--- config.mk ---
export PLATFORM = sky130hd
export DESIGN_NAME = sliding_window_gen
export DESIGN_NICKNAME = d
export VERILOG_FILES = /design/src/rtl/cnn_pkg.sv /design/src/rtl/row_delay.sv /design/src/rtl/sliding_window_gen.sv
export SDC_FILE = /design/constraint.sdc
export NUM_CORES = 1
export LEC_CHECK = 0
export BUFFER_PORTS_ARGS = -buffer_cell sky130_fd_sc_hd__buf_2
export CAP_MARGIN = 20
export CORE_MARGIN = 3
export CORE_UTILIZATION = 31
export DETAILED_ROUTE_END_ITERATION = 7
export HOLD_SLACK_MARGIN = 0.15
export MAX_ROUTING_LAYER = met4
export PLACE_DENSITY = 0.54
export RECOVER_POWER = 50
export SYNTH_ARGS = -nofsm -noshare
export SYNTH_HDL_FRONTEND = slang
export SYNTH_HIERARCHICAL = 1
export SYNTH_SLANG_ARGS = --single-unit
export TNS_END_PERCENT = 30
--- constraint.sdc ---
create_clock -name clock -period 5.4 [get_ports clock]
set_input_delay 0.54 -clock clock [delete_from_list [all_inputs] [get_ports clock]]
set_output_delay 0.54 -clock clock [all_outputs]
set_load 0.1 [all_outputs]
--- src/rtl/cnn_pkg.sv ---
// Shared CNN front-end constants and the window packing helper.
// Every block that packs or unpacks a K x K window uses win_offset.
package cnn_pkg;

  localparam int DEF_DATA_SIZE   = 8;
  localparam int DEF_KERNEL_SIZE = 3;
  localparam int DEF_STRIDE      = 1;

  // Element (r,c) of a K x K window lives at this bit offset; r=0 oldest row, c=0 oldest column.
  function automatic int win_offset(input int r, input int c, input int k, input int dw);
    return (r * k + c) * dw;
  endfunction

endpackage

--- src/rtl/row_delay.sv ---
// One image row of delay: dout is the value written DEPTH enables ago.
// Storage is left unreset so it maps onto RAM; the read is combinational.
module row_delay #(
  parameter int DEPTH = 28,
  parameter int WIDTH = 8
) (
  input  logic             clock,
  input  logic             reset_n,
  input  logic             en,
  input  logic [WIDTH-1:0] din,
  output logic [WIDTH-1:0] dout
);

  localparam int AW = (DEPTH > 1) ? $clog2(DEPTH) : 1;

  logic [WIDTH-1:0] mem_r [DEPTH];
  logic [AW-1:0]    ptr_r;

  assign dout = mem_r[ptr_r];

  // Circular pointer; the slot it addresses is read out and then overwritten.
  always_ff @(posedge clock or negedge reset_n) begin
    if (!reset_n) begin
      ptr_r <= '0;
    end else if (en) begin
      ptr_r <= (ptr_r == AW'(DEPTH - 1)) ? '0 : ptr_r + AW'(1);
    end
  end

  // Delay storage write.
  always_ff @(posedge clock) begin
    if (en) begin
      mem_r[ptr_r] <= din;
    end
  end

endmodule

--- src/rtl/sliding_window_gen.sv ---
// Raster-order pixel stream to K x K sliding windows with stride, valid/ready on both sides.
// K-1 row delays form a column per pixel; a column shift register forms the window.
module sliding_window_gen
  import cnn_pkg::*;
#(
  parameter int DATA_SIZE   = DEF_DATA_SIZE,
  parameter int ROW_SIZE    = 28,
  parameter int COL_SIZE    = 28,
  parameter int KERNEL_SIZE = DEF_KERNEL_SIZE,
  parameter int STRIDE      = DEF_STRIDE
) (
  input  logic                                         clock,
  input  logic                                         reset_n,
  input  logic                                         in_valid,
  output logic                                         in_ready,
  input  logic [DATA_SIZE-1:0]                         data_in,
  output logic                                         out_valid,
  input  logic                                         out_ready,
  output logic [KERNEL_SIZE*KERNEL_SIZE*DATA_SIZE-1:0] window_out,
  output logic                                         frame_done
);

  localparam int CW  = $clog2(ROW_SIZE);
  localparam int RW  = (COL_SIZE > 1) ? $clog2(COL_SIZE) : 1;
  localparam int KM1 = KERNEL_SIZE - 1;
  localparam int WW  = KERNEL_SIZE * KERNEL_SIZE * DATA_SIZE;

  logic [CW-1:0]        col_r;
  logic [RW-1:0]        row_r;
  logic                 out_valid_r;
  logic [WW-1:0]        window_r;
  logic                 frame_done_r;
  logic [DATA_SIZE-1:0] win_r      [KERNEL_SIZE][KERNEL_SIZE];
  logic [DATA_SIZE-1:0] win_next_s [KERNEL_SIZE][KERNEL_SIZE];
  logic [DATA_SIZE-1:0] tap_s      [KERNEL_SIZE];
  logic [WW-1:0]        win_flat_s;
  logic                 accept_s;
  logic                 col_hit_s;
  logic                 row_hit_s;
  logic                 emit_s;
  logic                 last_s;

  assign in_ready   = !out_valid_r || out_ready;
  assign accept_s   = in_valid && in_ready;
  assign out_valid  = out_valid_r;
  assign window_out = window_r;
  assign frame_done = frame_done_r;

  // tap_s[j] is the pixel j rows above the incoming one, same column.
  assign tap_s[0] = data_in;

  for (genvar j = 0; j < KM1; j++) begin : g_row_delay
    row_delay #(
      .DEPTH (ROW_SIZE),
      .WIDTH (DATA_SIZE)
    ) u_row_delay (
      .clock   (clock),
      .reset_n (reset_n),
      .en      (accept_s),
      .din     (tap_s[j]),
      .dout    (tap_s[j+1])
    );
  end

  // Emission decode: full window in bounds and on the stride grid of both axes.
  always_comb begin
    col_hit_s = 1'b0;
    row_hit_s = 1'b0;
    if (32'(col_r) >= 32'(KM1)) begin
      col_hit_s = ((32'(col_r) - 32'(KM1)) % 32'(STRIDE)) == 32'd0;
    end else begin
      col_hit_s = 1'b0;
    end
    if (32'(row_r) >= 32'(KM1)) begin
      row_hit_s = ((32'(row_r) - 32'(KM1)) % 32'(STRIDE)) == 32'd0;
    end else begin
      row_hit_s = 1'b0;
    end
    emit_s = accept_s && col_hit_s && row_hit_s;
    last_s = accept_s && (col_r == CW'(ROW_SIZE - 1)) && (row_r == RW'(COL_SIZE - 1));
  end

  // Next window: shift columns toward c=0 and drop the new column in at c=K-1, oldest row first.
  always_comb begin
    win_flat_s = '0;
    for (int r = 0; r < KERNEL_SIZE; r++) begin
      for (int c = 0; c < KM1; c++) begin
        win_next_s[r][c] = win_r[r][c+1];
      end
      win_next_s[r][KM1] = tap_s[KM1-r];
      for (int c = 0; c < KERNEL_SIZE; c++) begin
        win_flat_s[win_offset(r, c, KERNEL_SIZE, DATA_SIZE) +: DATA_SIZE] = win_next_s[r][c];
      end
    end
  end

  // Position counters, window shift register and the registered output stage.
  always_ff @(posedge clock or negedge reset_n) begin
    if (!reset_n) begin
      col_r        <= '0;
      row_r        <= '0;
      out_valid_r  <= 1'b0;
      window_r     <= '0;
      frame_done_r <= 1'b0;
      for (int r = 0; r < KERNEL_SIZE; r++) begin
        for (int c = 0; c < KERNEL_SIZE; c++) begin
          win_r[r][c] <= '0;
        end
      end
    end else begin
      frame_done_r <= last_s;
      if (accept_s) begin
        win_r <= win_next_s;
        if (col_r == CW'(ROW_SIZE - 1)) begin
          col_r <= '0;
          row_r <= (row_r == RW'(COL_SIZE - 1)) ? '0 : row_r + RW'(1);
        end else begin
          col_r <= col_r + CW'(1);
        end
      end
      // A taken window may be replaced by a new one in the same cycle.
      if (emit_s) begin
        out_valid_r <= 1'b1;
        window_r    <= win_flat_s;
      end else if (out_ready) begin
        out_valid_r <= 1'b0;
      end
    end
  end

endmodule
==> results of run 1 <==
## power by group through the flow
| stage | sequential [mW] | combinational [mW] | clock (mW) |
|---|---|---|---|
| after detailed placement | 6.83 | 5.96 | 0 |
| after global routing | 6.78 | 6.24 | 4.27 |
| after floorplan | 8.02 | 3.16 | 0 |
| after global placement | 6.82 | 5.86 | 0 |
| final | 6.69 | 5.86 | 3.98 |
| after CTS | 6.75 | 5.96 | 4.10 |
## sequential cells by signal, indices dropped and copies added, names as in the netlist
| register | cells |
|---|---|
| col_r | 5 |
| frame_done | 1 |
| g_row_delay.u_row_delay/mem_r | 448 |
| g_row_delay.u_row_delay/ptr_r | 10 |
| out_valid | 1 |
| row_r | 5 |
| win_flat_s | 48 |
| window_out | 72 |
## cells in the final DEF (no fill, tap or decap), types with 3 or more instances in the layout
cell type and count:
nor3_1 6, nand3b_1 12, buf_4 17, xor2_1 4
dfrtp_1 140, o22ai_2 20, nand3_1 12, clkinv_1 11
mux2_2 9, o21ai_0 19, nor2_1 68, clkbuf_8 7
mux4_1 36, a22oi_1 26, o211ai_1 4, ha_1 14
a31oi_1 10, a21oi_1 5, edfxtp_1 448, nor2b_1 8
clkbuf_1 98, nand2b_1 3, inv_1 32, nand2_1 205
and2_1 8, mux2i_1 16, a22o_1 6, nand4_1 10
mux4_2 68, bufinv_16 6, mux2_1 7, clkbuf_16 57
clkinv_2 7, mux2_4 41
## area by class of cell
cell class,count,share of cell area
Inverter,34,0.00478
Clock inverter,26,0.0106
Tap cell,969,0.0455
Multi-Input combinational cell,641,0.224
Clock buffer,78,0.0592
Timing Repair Buffer,108,0.0189
Sequential cell,590,0.638
## layer usage
| layer | vias to the layer above | track usage | part of all wire |
|---|---|---|---|
| met3 | 73 | 0.0186 | 0.039 |
| li1 | 5318 | - | - |
| met1 | 6255 | 0.183 | 0.47 |
| met4 | 0 | 0.0400 | 0.022 |
| met5 | - | - | 0 |
| met2 | 252 | 0.203 | 0.47 |
## stage by stage
step / utilization / worst slack, ns
finish: 0.357 / 1.46
global route: 0.357 / 1.13
CTS: 0.358 / 1.95
detailed placement: 0.333 / 1.86
global placement: 0.333 / 1.93
floorplan: - / 1.60
## cell families (layout without fill, tap and decap cells)
logic type               Yosys count  count (layout)
adder cells (fa/ha/maj)           14              14
AO/OA/AOI/OAI                    101             101
flip-flops                       590             590
XOR/XNOR                           4               4
buffers and inverters             99             246
AND/OR/NAND/NOR                  345             345
multiplexers                     177             177
## critical path: stages, from the launching register on
cell and delay [ns]:
dfrtp_1 1.62, buf_4 0.62, mux4_2 0.57, mux2_2 0.27, nand2_1 0.09, o2111ai_2 0.10, buf_4 0.25, nand2_1 0.13
o22ai_2 0.10
## final timing paths
kind                                                                    to                                             from
max                                             window_out[47]$_DFFE_PN0P_  g_row_delay[0].u_row_delay/ptr_r[1]$_DFFE_PN0P_
min                                                  out_valid$_DFFE_PN0P_                                         in_valid
max reg2reg                                     window_out[47]$_DFFE_PN0P_  g_row_delay[0].u_row_delay/ptr_r[1]$_DFFE_PN0P_
min reg2reg                                      win_flat_s[4]$_DFFE_PN0P_                        win_flat_s[4]$_DFFE_PN0P_
max in group asynchronous  g_row_delay[0].u_row_delay/ptr_r[0]$_DFFE_PN0P_                                          reset_n
min in group asynchronous                       window_out[45]$_DFFE_PN0P_                                          reset_n
==> impl_metrics.ini, run 1 <==
[synth]
ys_top_cells_by_area = edfxtp_1 (57%), dfrtp_1 (15%), mux4_2 (6.5%)
syn-cell-area_um2 = 23500
yosysTopAreaCellShare = 0.571
synth_flop_cell = edfxtp_1
syn_avg_cell_area_um2 = 17.7
syn_inst = 1330
yosys.area_share.simple = 0.0633
yosys-top-cells-count = edfxtp_1 (448), nand2_1 (205), dfrtp_1 (142)
synth.most_common_cell = edfxtp_1
synth_seq_area_share = 0.722
synth_compound_area_frac = 0.0347
async_flop_share = 0.241
yosys.area_share.adder = 0.00744
syn-num-nets = 1356
synth_top_family_by_area = multiplexers
synthXorXnorAreaFrac = 0.00149
synth_top_area_cell = edfxtp_1
synth_cell_type_count = 50
ys_seq_elements = 590
muxShareOfSynthArea = 0.147
ys.warnings.count = 6
synth-edff-count = 448

[power]
seqPwrFrac = 0.405
combPwrFrac = 0.355
totalPowerFinal_mw = 16.5
irDropWorstVdd_mv = 0.299
p_leak_nw = 9.42
p_int_mw = 10.2
power_per_cell_area_nw_per_um2 = 620
p_sw_mw = 6.33
p_sw_frac = 0.383
clkPwrFrac = 0.241

[floorplan]
fp-row-count = 100
die_y_um = 282
dieArea_um2 = 79300
core_area_um2 = 74800
fp.dieW_um = 282
initial_utilization = 0.315
ios = 87

[placed_design]
dp.cells = 2340
place_hpwl_mm = 31.1
io_buffers = 86
detailed_place.area_um2 = 24900
place.gp.congestion = 0.780

[detailed_routing]
vias_per_cell = 4.86
drc = 0
vias = 11898
post_drt_wl_per_cell_um = 20.9
drtAntennaViolNets = 0
drt_first_pass_iters = 5
drt-total-wl_mm = 51.2
drt-initial-drc-count = 927

[setup_path]
r2r_slack_ns = 1.46
cp-end-kind = flip-flop
crit_fanout = 37
crit_path_start_kind = flip-flop
critPathKind = reg2reg
r2r_cells = 8
worstPathRequired_ns = 5.85
cp.arrival_ns = 4.39

[sta]
hold_viol = 0
skew_ns = 0.0168
max_slew_margin = -0.278
tightest_slew_ns = 1.92
fin_crit_sh = 0.730
final_max_slew_viol_count = 330
rsz0062_at_grt = no
finalCriticalPeriod_ns = 3.94
fmax_ghz = 0.254
tns_ns = 0
setup_viol = 0
hold_ws_ns = 0.214

[cts]
ctsLongestPathBuffers = 3
cts.sinks = 590
clk_pin_slew_ns = 0.06
cts_max_level = 2
clock_latency_ns = 0.61
cts_hold_buf = 1
cts_setup_buffers = 0
cts-buffers-inserted = 56
cts_tree = done
cts_root_buffer = clkbuf_16
cts_resized = 0

[layout]
ff_latch_area_um2 = 17000
fill_cells = 7082
diodes = 0
drive_above_1_share = 0.170
final_nets = 1457
fin_cells = 2446
areaGrowthSynthToFinish_pct = 13.3
multiInputGateArea_um2 = 5960
fin_area_um2 = 26700

[grt]
grt-ovfl-total = 0
grt_pass1_vias = 12052
grt_max_degree = 75
grtUsageTotal = 0.132
grt_pass1_wl_mm = 77.3
antenna_found_initial = 0

[flow_run]
drv_cap = 9

[outcome]
status = complete, but fails checks
violations = max-capacitance violations, max-slew violations

[min_path]
hold_path_depth = 3
hp-class = in2reg
No activity file was read; power rests on OpenSTA's default activity.
==> inputs of run 2 (changes only) <==
--- a/config.mk
+++ b/config.mk
@@ -5,6 +5,7 @@
 export SDC_FILE = /design/constraint.sdc
 export NUM_CORES = 1
 export LEC_CHECK = 0
+export ABC_AREA = 1
 export BUFFER_PORTS_ARGS = -buffer_cell sky130_fd_sc_hd__buf_2
 export CAP_MARGIN = 20
 export CORE_MARGIN = 3
@@ -12,7 +13,7 @@
 export DETAILED_ROUTE_END_ITERATION = 7
 export HOLD_SLACK_MARGIN = 0.15
 export MAX_ROUTING_LAYER = met4
-export PLACE_DENSITY = 0.54
+export PLACE_DENSITY = 0.55
 export RECOVER_POWER = 50
 export SYNTH_ARGS = -nofsm -noshare
 export SYNTH_HDL_FRONTEND = slang
==> constraint.sdc (replaced) <==
create_clock -name clock -period 3.4 [get_ports clock]
set_input_delay 0.34 -clock clock [delete_from_list [all_inputs] [get_ports clock]]
set_output_delay 0.34 -clock clock [all_outputs]
set_load 0.1 [all_outputs]
==> run 2 against run 1 <==
The flow still finishes with violations (max-capacitance violations, max-slew violations). Die area is 9.1% higher. Final area rose by 9.2%. Final cell count rose by 58%. Clock skew increased by 0.016 ns.
==> impl_metrics.ini, run 2 <==
[setup_path]
critPathKind = reg2reg
slowest_stage = nand3_2
cp-end-kind = flip-flop
crit_path_start_kind = flip-flop
crit_fanout = 50
critPathTopFamily = simple AND/OR/NAND/NOR gates
cp.arrival_ns = 3.23
cpPeakStageDelay_ns = 0.85
path_cells = a21boi_4 > buf_4 > nand3_2 > buf_4 > nand2_1 > nand2_1
worstPathRequired_ns = 3.90
path_buf_inv = 2

[power]
irDropWorstVdd_mv = 0.609
p_sw_mw = 11.6
p_int_mw = 15.7
power_per_cell_area_nw_per_um2 = 938
seqPwrFrac = 0.381
combPwrFrac = 0.378
p_leak_nw = 13.0
clkPwrFrac = 0.241
totalPowerFinal_mw = 27.3
p_sw_frac = 0.426

[cts]
cts_setup_buffers = 0
cts_root_buffer = clkbuf_16
clk_pin_slew_ns = 0.06
ctsLongestPathBuffers = 3
cts_hold_buf = 2
cts_max_level = 2
cts-buffers-inserted = 59
cts.sinks = 590
clock_latency_ns = 0.62
cts_tree = done
cts_resized = 0

[flow_run]
drv_cap = 9

[sta]
max_slew_margin = -0.398
fmax_ghz = 0.366
rsz0062_at_grt = no
tightest_slew_ns = 2.10
final_max_slew_viol_count = 309
setup_viol = 0
fin_crit_sh = 0.804
finalCriticalPeriod_ns = 2.73
hold_viol = 0
fin_ws_ns = 0.667
skew_ns = 0.0332
tns_ns = 0

[synth]
synth-edff-count = 448
async_flop_share = 0.241
yosysTopAreaCellShare = 0.523
syn-cell-area_um2 = 25700
synthXorXnorAreaFrac = 0
synth_seq_area_share = 0.661
yosys.area_share.simple = 0.239
synth_top_area_cell = edfxtp_1
syn-num-nets = 2674
synth.most_common_cell = nand2_1
synth_top_family_by_area = simple AND/OR/NAND/NOR gates
yosys-top-cells-count = nand2_1 (1134), edfxtp_1 (448), inv_1 (337)
synth_cell_type_count = 26
muxShareOfSynthArea = 0
syn_inst = 2648
yosys.area_share.adder = 0.00680
synth_flop_cell = edfxtp_1
syn_avg_cell_area_um2 = 9.72
ys_seq_elements = 590
ys.warnings.count = 6
synth_compound_area_frac = 0.0118
ys_top_cells_by_area = edfxtp_1 (52%), nand2_1 (17%), dfrtp_1 (14%)

[floorplan]
die_y_um = 294
core_area_um2 = 82200
initial_utilization = 0.313
ios = 87
dieArea_um2 = 86500
fp.dieW_um = 294
fp-row-count = 105

[detailed_routing]
post_drt_wl_per_cell_um = 16.1
vias = 17457
vias_per_cell = 4.52
drt-total-wl_mm = 62.2
drtAntennaViolNets = 0
drc = 0
drt-initial-drc-count = 1195
drt_first_pass_iters = 7

[grt]
grt-ovfl-total = 0
grt_pass1_wl_mm = 96.8
grt_max_degree = 93
grt_pass1_vias = 16651
antenna_found_initial = 0
grtUsageTotal = 0.146

[placed_design]
dp_slack_ns = 0.781
io_buffers = 86
detailed_place.area_um2 = 27300
place_hpwl_mm = 37.4
place.gp.congestion = 0.825

[layout]
final_nets = 2766
final_common_cell = nand2_1
drive_above_1_share = 0.0599
regMostFlops = g_row_delay.u_row_delay/mem_r
final_cell_mix = nand2_1 (1134), edfxtp_1 (448), inv_1 (337)
largest_register_ffs = 448
diodes = 0
fill_cells = 8407
areaGrowthSynthToFinish_pct = 13.1
fin_area_um2 = 29100

[outcome]
status = complete, but fails checks
violations = max-capacitance violations, max-slew violations

[min_path]
hp-class = in2reg
==> run 2: cell count changes in the layout (fill, tap and decap cells not counted), sizes merged, moves of 33 or more <==
cell   delta
nand3   +156
mux2     -57
nand2   +929
nor2     +54
buf      +33
nand4    +64
inv     +310
mux4    -104
==> run 2: cell type report <==
class,instances,area [um^2],area share
Clock inverter,38,404,0.0139
Multi-Input combinational cell,1587,6640,0.228
Clock buffer,71,1550,0.0533
Timing Repair Buffer,157,866,0.0297
Tap cell,1070,1340,0.0460
Inverter,345,1300,0.0446
Sequential cell,590,17000,0.584
==> run 2: logic make-up after synthesis <==
| logic type | after synthesis |
|---|---|
| AOI/OAI and AO/OA | 60 |
| adders and majority gates | 14 |
| and+or+nand+nor | 1513 |
| DFF | 590 |
| buffers and inverters | 471 |
==> run 2: metal layers <==
| metal | track usage | vias to the layer above | part of all wire |
|---|---|---|---|
| li1 | - | 8606 | - |
| met1 | 0.200 | 8395 | 0.46 |
| met4 | 0.0344 | 0 | 0.021 |
| met5 | - | - | 0 |
| met3 | 0.0186 | 97 | 0.044 |
| met2 | 0.234 | 359 | 0.48 |
==> run 2: worst reg2reg max path, cell delays in order, from the launching register on <==
cell	delay, ns
dfrtp_1	0.42
a21boi_4	0.35
buf_4	0.26
nand3_2	0.86
buf_4	0.59
nand2_1	0.11
nand2_1	0.05
==> run 2: final timing paths <==
kind                                           startpoint                         end  slack, ns  depth (start not counted)
max in group asynchronous                         reset_n  window_out[39]$_DFFE_PN0P_       1.12                          3
min in group asynchronous                         reset_n   window_out[6]$_DFFE_PN0P_       0.66                          2
worst max register to register      out_valid$_DFFE_PN0P_  window_out[24]$_DFFE_PN0P_       0.67                          6
worst min-delay path                             in_valid  win_flat_s[55]$_DFFE_PN0P_       0.35                          5
worst min register to register  window_out[2]$_DFFE_PN0P_   window_out[2]$_DFFE_PN0P_       0.47                          2
worst max-delay path                out_valid$_DFFE_PN0P_  window_out[24]$_DFFE_PN0P_       0.67                          6
==> run 2: power by group through the flow <==
stage | combinational (mW) | sequential (mW) | clock, mW
5_1_grt | 11.3 | 10.5 | 7.04
4_1_cts | 10.6 | 10.4 | 6.76
3_3_place_gp | 10.5 | 10.5 | 0
3_5_place_dp | 10.5 | 10.5 | 0
6_report | 10.3 | 10.4 | 6.59
2_1_floorplan | 5.51 | 12.4 | 0
==> run 2: per-stage QoR <==
step | hold WS (ns) | std cells | util
after floorplan | 0.0444 | 2648 | -
final | 0.352 | 3858 | 0.354
after global routing | 0.370 | 3858 | 0.354
after global placement | 0.370 | 3747 | 0.332
after detailed placement | 0.368 | 3747 | 0.332
after CTS | 0.275 | 3858 | 0.356
